<file path="src/rtl/addsub_seq.sv">
// Chunk-serial adder/subtractor: processes CHUNK bits per clock over WIDTH/CHUNK
// passes, subtracting as a + ~b + 1, and reports carry/borrow and signed overflow.
module addsub_seq #(
  parameter int unsigned WIDTH = 8,
  parameter int unsigned CHUNK = 4
) (
  input  logic             clk,
  input  logic             rst_n,
  input  logic             start,
  input  logic             mode,
  input  logic [WIDTH-1:0] a,
  input  logic [WIDTH-1:0] b,
  output logic [WIDTH-1:0] sum,
  output logic             c_out,
  output logic             ovf,
  output logic             busy,
  output logic             done
);

  localparam int unsigned N     = WIDTH / CHUNK;
  localparam int unsigned CNT_W = (N > 1) ? $clog2(N) : 1;

  typedef enum logic [1:0] {IDLE, RUN, DONE} state_t;

  state_t             state_q, state_d;
  logic [WIDTH-1:0]   a_q, a_d, b_q, b_d, res_q, res_d, sum_q, sum_d;
  logic               mode_q, mode_d, carry_q, carry_d;
  logic               c_out_q, c_out_d, ovf_q, ovf_d;
  logic [CNT_W-1:0]   cnt_q, cnt_d;

  logic [CHUNK-1:0]       chunk_a, chunk_b;
  logic [CHUNK:0]         part;
  logic [WIDTH+CHUNK-1:0] res_wide;
  logic                   capture;

  always_comb begin
    chunk_a  = a_q[CHUNK-1:0];
    chunk_b  = b_q[CHUNK-1:0] ^ {CHUNK{mode_q}};
    part     = {1'b0, chunk_a} + {1'b0, chunk_b} + {{CHUNK{1'b0}}, carry_q};
    // New partial enters at the top so the LSB chunk ends at bit 0 after N passes.
    res_wide = {part[CHUNK-1:0], res_q};
    capture  = start && ((state_q == IDLE) || (state_q == DONE));

    state_d = state_q;
    a_d     = a_q;
    b_d     = b_q;
    mode_d  = mode_q;
    carry_d = carry_q;
    cnt_d   = cnt_q;
    res_d   = res_q;
    sum_d   = sum_q;
    c_out_d = c_out_q;
    ovf_d   = ovf_q;

    case (state_q)
      IDLE: ;
      RUN: begin
        a_d     = a_q >> CHUNK;
        b_d     = b_q >> CHUNK;
        res_d   = res_wide[WIDTH+CHUNK-1:CHUNK];
        carry_d = part[CHUNK];
        cnt_d   = cnt_q + CNT_W'(1);
        if (cnt_q == CNT_W'(N - 1)) begin
          sum_d   = res_wide[WIDTH+CHUNK-1:CHUNK];
          c_out_d = part[CHUNK] ^ mode_q;
          ovf_d   = (chunk_a[CHUNK-1] == chunk_b[CHUNK-1]) &&
                    (part[CHUNK-1] != chunk_a[CHUNK-1]);
          state_d = DONE;
        end
      end
      DONE:    state_d = IDLE;
      default: state_d = IDLE;
    endcase

    if (capture) begin
      a_d     = a;
      b_d     = b;
      mode_d  = mode;
      carry_d = mode;
      cnt_d   = '0;
      state_d = RUN;
    end
  end

  always_ff @(posedge clk or negedge rst_n) begin
    if (!rst_n) begin
      state_q <= IDLE;
      a_q     <= '0;
      b_q     <= '0;
      mode_q  <= 1'b0;
      carry_q <= 1'b0;
      cnt_q   <= '0;
      res_q   <= '0;
      sum_q   <= '0;
      c_out_q <= 1'b0;
      ovf_q   <= 1'b0;
    end else begin
      state_q <= state_d;
      a_q     <= a_d;
      b_q     <= b_d;
      mode_q  <= mode_d;
      carry_q <= carry_d;
      cnt_q   <= cnt_d;
      res_q   <= res_d;
      sum_q   <= sum_d;
      c_out_q <= c_out_d;
      ovf_q   <= ovf_d;
    end
  end

  assign sum   = sum_q;
  assign c_out = c_out_q;
  assign ovf   = ovf_q;
  assign busy  = (state_q == RUN);
  assign done  = (state_q == DONE);

endmodule

</file>
<file path="config.mk">
export PLATFORM = sky130hd
export DESIGN_NAME = addsub_seq
export DESIGN_NICKNAME = d
export VERILOG_FILES = /design/src/rtl/addsub_seq.sv
export SDC_FILE = /design/constraint.sdc
export NUM_CORES = 1
export LEC_CHECK = 0
export ABC_CLOCK_PERIOD_IN_PS = 5800
export BUFFER_PORTS_ARGS = -buffer_cell sky130_fd_sc_hd__buf_4
export CAP_MARGIN = 20
export CORE_ASPECT_RATIO = 0.6
export CORE_UTILIZATION = 43
export CTS_BUF_LIST = sky130_fd_sc_hd__clkbuf_4
export DETAILED_ROUTE_END_ITERATION = 10
export GPL_TIMING_DRIVEN = 0
export PLACE_DENSITY = 0.62
export SYNTH_ARGS = -nofsm -noshare
export SYNTH_HDL_FRONTEND = slang
export SYNTH_SLANG_ARGS = --single-unit
</file>
<file path="constraint.sdc">
create_clock -name clk -period 5.8 [get_ports clk]
set_clock_uncertainty 0.1 [all_clocks]
set_input_delay 0 -clock clk [delete_from_list [all_inputs] [get_ports clk]]
set_output_delay 0 -clock clk [all_outputs]
set_load 0.05 [all_outputs]
</file>
==> flow_metrics.py <==
metrics = {
    "grt": {
        "maximum_number_of_pins_on_one_net_before_global_route_repair": 36,
        "first_global_vias": 1233,
        "grt_use_met1_pct": 29.7,
        "grt-ovfl-total": 0,
        "gr-usage-met2_pct": 29.9,
        "top_usage_layer": "met2",
        "groute.layer.met3.usage_pct": 5.61,
        "grt_first_pass_wirelength_um": 5910,
        "antenna_found_initial": 0,
        "grtUsageTotal_pct": 20.3,
    },
    "finish": {
        "final.fill_count": 306,
        "synthToLayoutAreaGrowth_pct": 33.0,
        "final_layout_size_suffix_gt1_share_pct": 32.0,
        "layout.cells.most_common": "sky130_fd_sc_hd__dfrtp_1",
        "layout_common_cells": "35 x sky130_fd_sc_hd__dfrtp_1, 31 x sky130_fd_sc_hd__buf_4, 18 x sky130_fd_sc_hd__dlygate4sd3_1, 16 x sky130_fd_sc_hd__a22o_1, 12 x sky130_fd_sc_hd__nand2_1",
        "antenna-diode-count": 0,
        "nNetsFinal": 205,
    },
    "placement": {
        "post-dp-hpwl_um": 2260,
        "place.gp.congestion": 0.822,
        "dpl_worst_slack_ns": 3.46,
        "io_buffer_count": 31,
    },
    "worst_setup_path": {
        "reg2reg_setup_slack_ns": 3.45,
        "regToRegEndpoint": "carry_q",
        "cp.arrival_ns": 2.47,
        "worst_setup_path_end_kind": "flop",
        "critical_path_peak_fanout": 7,
        "category_of_the_most_critical_setup_path": "reg -> reg",
        "worst-endpoint-required_ns": 5.92,
        "kind_of_launch_point_of_the_worst_setup_path": "flop",
        "worstReg2RegStart": "mode_q",
        "r2r_depth": 7,
    },
    "pwr": {
        "p_per_area_nw_per_um2": 644,
        "seqPwrFrac_pct": 31.7,
        "power_report.internal_total_w": 0.000749,
        "p_clk_share_pct": 9.9,
        "combPwrFrac_pct": 58.5,
        "total_leakage_power_nw": 1.07,
        "p_switching_w": 0.000619,
        "sw_frac_of_total_pct": 45.3,
        "vdd_ir_drop_max_v": 0.000312,
    },
    "cts": {
        "cts-buffers-inserted": 5,
        "root_buffer": "sky130_fd_sc_hd__clkbuf_4",
        "clk-insertion-delay-late_ns": 0.33,
        "clock_sink_count": 35,
        "cts_tree": "done",
        "clkTransAtPathRegs_ns": 0.10,
        "cts_max_path_buffers": 2,
        "ctsHtreeMaxLevel": 2,
    },
    "floorplan": {
        "num_io_pins": 32,
        "die_height_um": 49.2,
        "num_rows": 16,
        "die_area_sq_um": 3970,
        "start_util_pct": 46.9,
        "overall_die_width_um": 80.7,
        "core_area_sq_um": 3400,
    },
    "synth": {
        "synth.yosys.seq_area_share_pct": 54.9,
        "synth_warnings": 0,
        "post_synth_inst_count": 124,
        "ys_ff_latch": 35,
        "synth_cell_type_count": 29,
        "mappedNetlistArea_sq_um": 1600,
        "mapped_avg_cell_area_sq_um": 12.9,
        "synth_nets": 149,
    },
    "sta": {
        "fmax_mhz": 425,
        "max_slew.worst_pin.slew_ns": 0.439,
        "setup-tns-final_ns": 0,
        "timing.final.hold_violations": 0,
        "slew_viol_final": 0,
        "finalHoldWorstSlack_ns": 0.0456,
        "worst_slew_margin_relative_to_its_limit_pct": 70.7,
        "finalSetupViolCount": 0,
        "period_needed_ns": 2.35,
        "final_clock_period_utilization_by_the_worst_path_pct": 40.6,
        "rsz0062_at_grt": "false",
        "timing.final.ws_setup_ns": 3.45,
    },
    "run_status": {
        "result_of_the_run": "completed",
    },
    "route": {
        "route.detailed.drc": 0,
        "dr.first_iter.drc_count": 25,
        "viasPerCell": 5.11,
        "dr.pass1.iters": 4,
        "drt-wirelength-per-cell_um": 15.0,
        "total_vias_in_the_final_route": 1154,
        "detail-route-antenna-nets": 0,
        "wirelength_um": 3390,
    },
    "job": {
        "cap_viol_max_count": 0,
    },
    "hold_path": {
        "worstHoldPathType": "in -> async",
    },
}
-- worst max path at each step --
stage            from  endpoint  slack, ns  cells past startpoint
2_1_floorplan  mode_q   carry_q       3.63                      7
3_3_place_gp   mode_q   carry_q       3.50                      7
3_5_place_dp   mode_q   carry_q       3.46                      7
4_1_cts        mode_q   carry_q       3.44                      7
5_1_grt        mode_q   carry_q       3.30                      7
6_report       mode_q   carry_q       3.45                      7
-- power by group through the flow --
stage	Sequential (W)	Clock, W	Combinational [W]
final	0.000433	0.000135	0.000800
after global routing	0.000451	0.000152	0.000878
after CTS	0.000435	0.000141	0.000804
after detailed placement	0.000441	0	0.000787
after global placement	0.000435	0	0.000768
after floorplan	0.000541	0	0.000478
-- cell families after synthesis --
logic type,after synthesis,share of synthesized area (%)
buffers and inverters,9,4.70
AND/OR/NAND/NOR,26,8.86
AO/OA/AOI/OAI,36,18.3
adder cells (fa/ha/maj),5,4.86
flip-flops,35,54.9
XOR/XNOR,5,2.74
multiplexers,8,5.64
-- per-layer routing --
layer / wire length (um) / up-vias
met1: 1740 / 566
met2: 1510 / 23
met5: 0 / -
li1: - / 563
met4: 21 / 0
met3: 119 / 2
-- sequential cells by signal, indices dropped and copies added, names as in the netlist --
name     flops
a_q          8
b_q          8
state_q      2
ovf          1
c_out        1
cnt_q        1
carry_q      1
mode_q       1
sum          8
res_q        4
-- area by class of cell --
cell class / count / area, sq um / area share (%)
sequential: 35 / 876 / 41.2
multi-input combinational: 80 / 646 / 30.4
timing repair buffer: 49 / 413 / 19.4
buffer: 7 / 65.1 / 3.06
tap: 45 / 56.3 / 2.65
clock buffer: 7 / 52.6 / 2.47
inverter: 2 / 10.0 / 0.471
clock inverter: 1 / 5.00 / 0.236
-- synth_stat cells, drive strengths merged --
master | count | area, sq um
dfrtp | 35 | 876
a22o | 16 | 140
nand2 | 12 | 45.0
a21o | 8 | 60.1
mux2 | 8 | 90.1
buf | 6 | 61.3
nand3 | 5 | 25.0
xor2 | 4 | 35.0
a211o | 3 | 26.3
a21oi | 3 | 15.0
ha | 3 | 37.5
nand4 | 3 | 18.8
fa | 2 | 40.0
inv | 2 | 10.0
nor2b | 2 | 15.0
o21ai | 2 | 10.0
a21boi | 1 | 7.51
a221o | 1 | 10.0
and3b | 1 | 8.76
clkbuf | 1 | 3.75
nand2b | 1 | 6.26
nand3b | 1 | 11.3
nor2 | 1 | 11.3
o21bai | 1 | 7.51
o41ai | 1 | 16.3
xnor2 | 1 | 8.76
-- critical path, stage by stage, from the launching register on --
cell                       delay, ns
sky130_fd_sc_hd__dfrtp_1        0.37
sky130_fd_sc_hd__clkbuf_1       0.20
sky130_fd_sc_hd__xor2_1         0.22
sky130_fd_sc_hd__fa_1           0.45
sky130_fd_sc_hd__fa_1           0.43
sky130_fd_sc_hd__nand3_1        0.15
sky130_fd_sc_hd__a21oi_1        0.08
sky130_fd_sc_hd__a221o_1        0.26
-- per-stage QoR --
stage | util (%) | cells | total power (W) | area (sq um)
after CTS | 62.4 | 226 | 0.00138 | 2120
final | 62.4 | 226 | 0.00137 | 2120
after floorplan | - | 124 | 0.00102 | 1600
after global routing | 62.4 | 226 | 0.00148 | 2120
after global placement | 55.4 | 200 | 0.00120 | 1890
after detailed placement | 55.4 | 200 | 0.00123 | 1890
-- what timing repair did --
| action | CTS | global route |
|---|---|---|
| endpoints found under the hold margin | 53 | 0 |
| buffers inserted | 0 | 0 |
| hold buffers | 18 | 0 |
| gates resized for setup | 0 | 0 |
(Power assumes the default switching activity.)
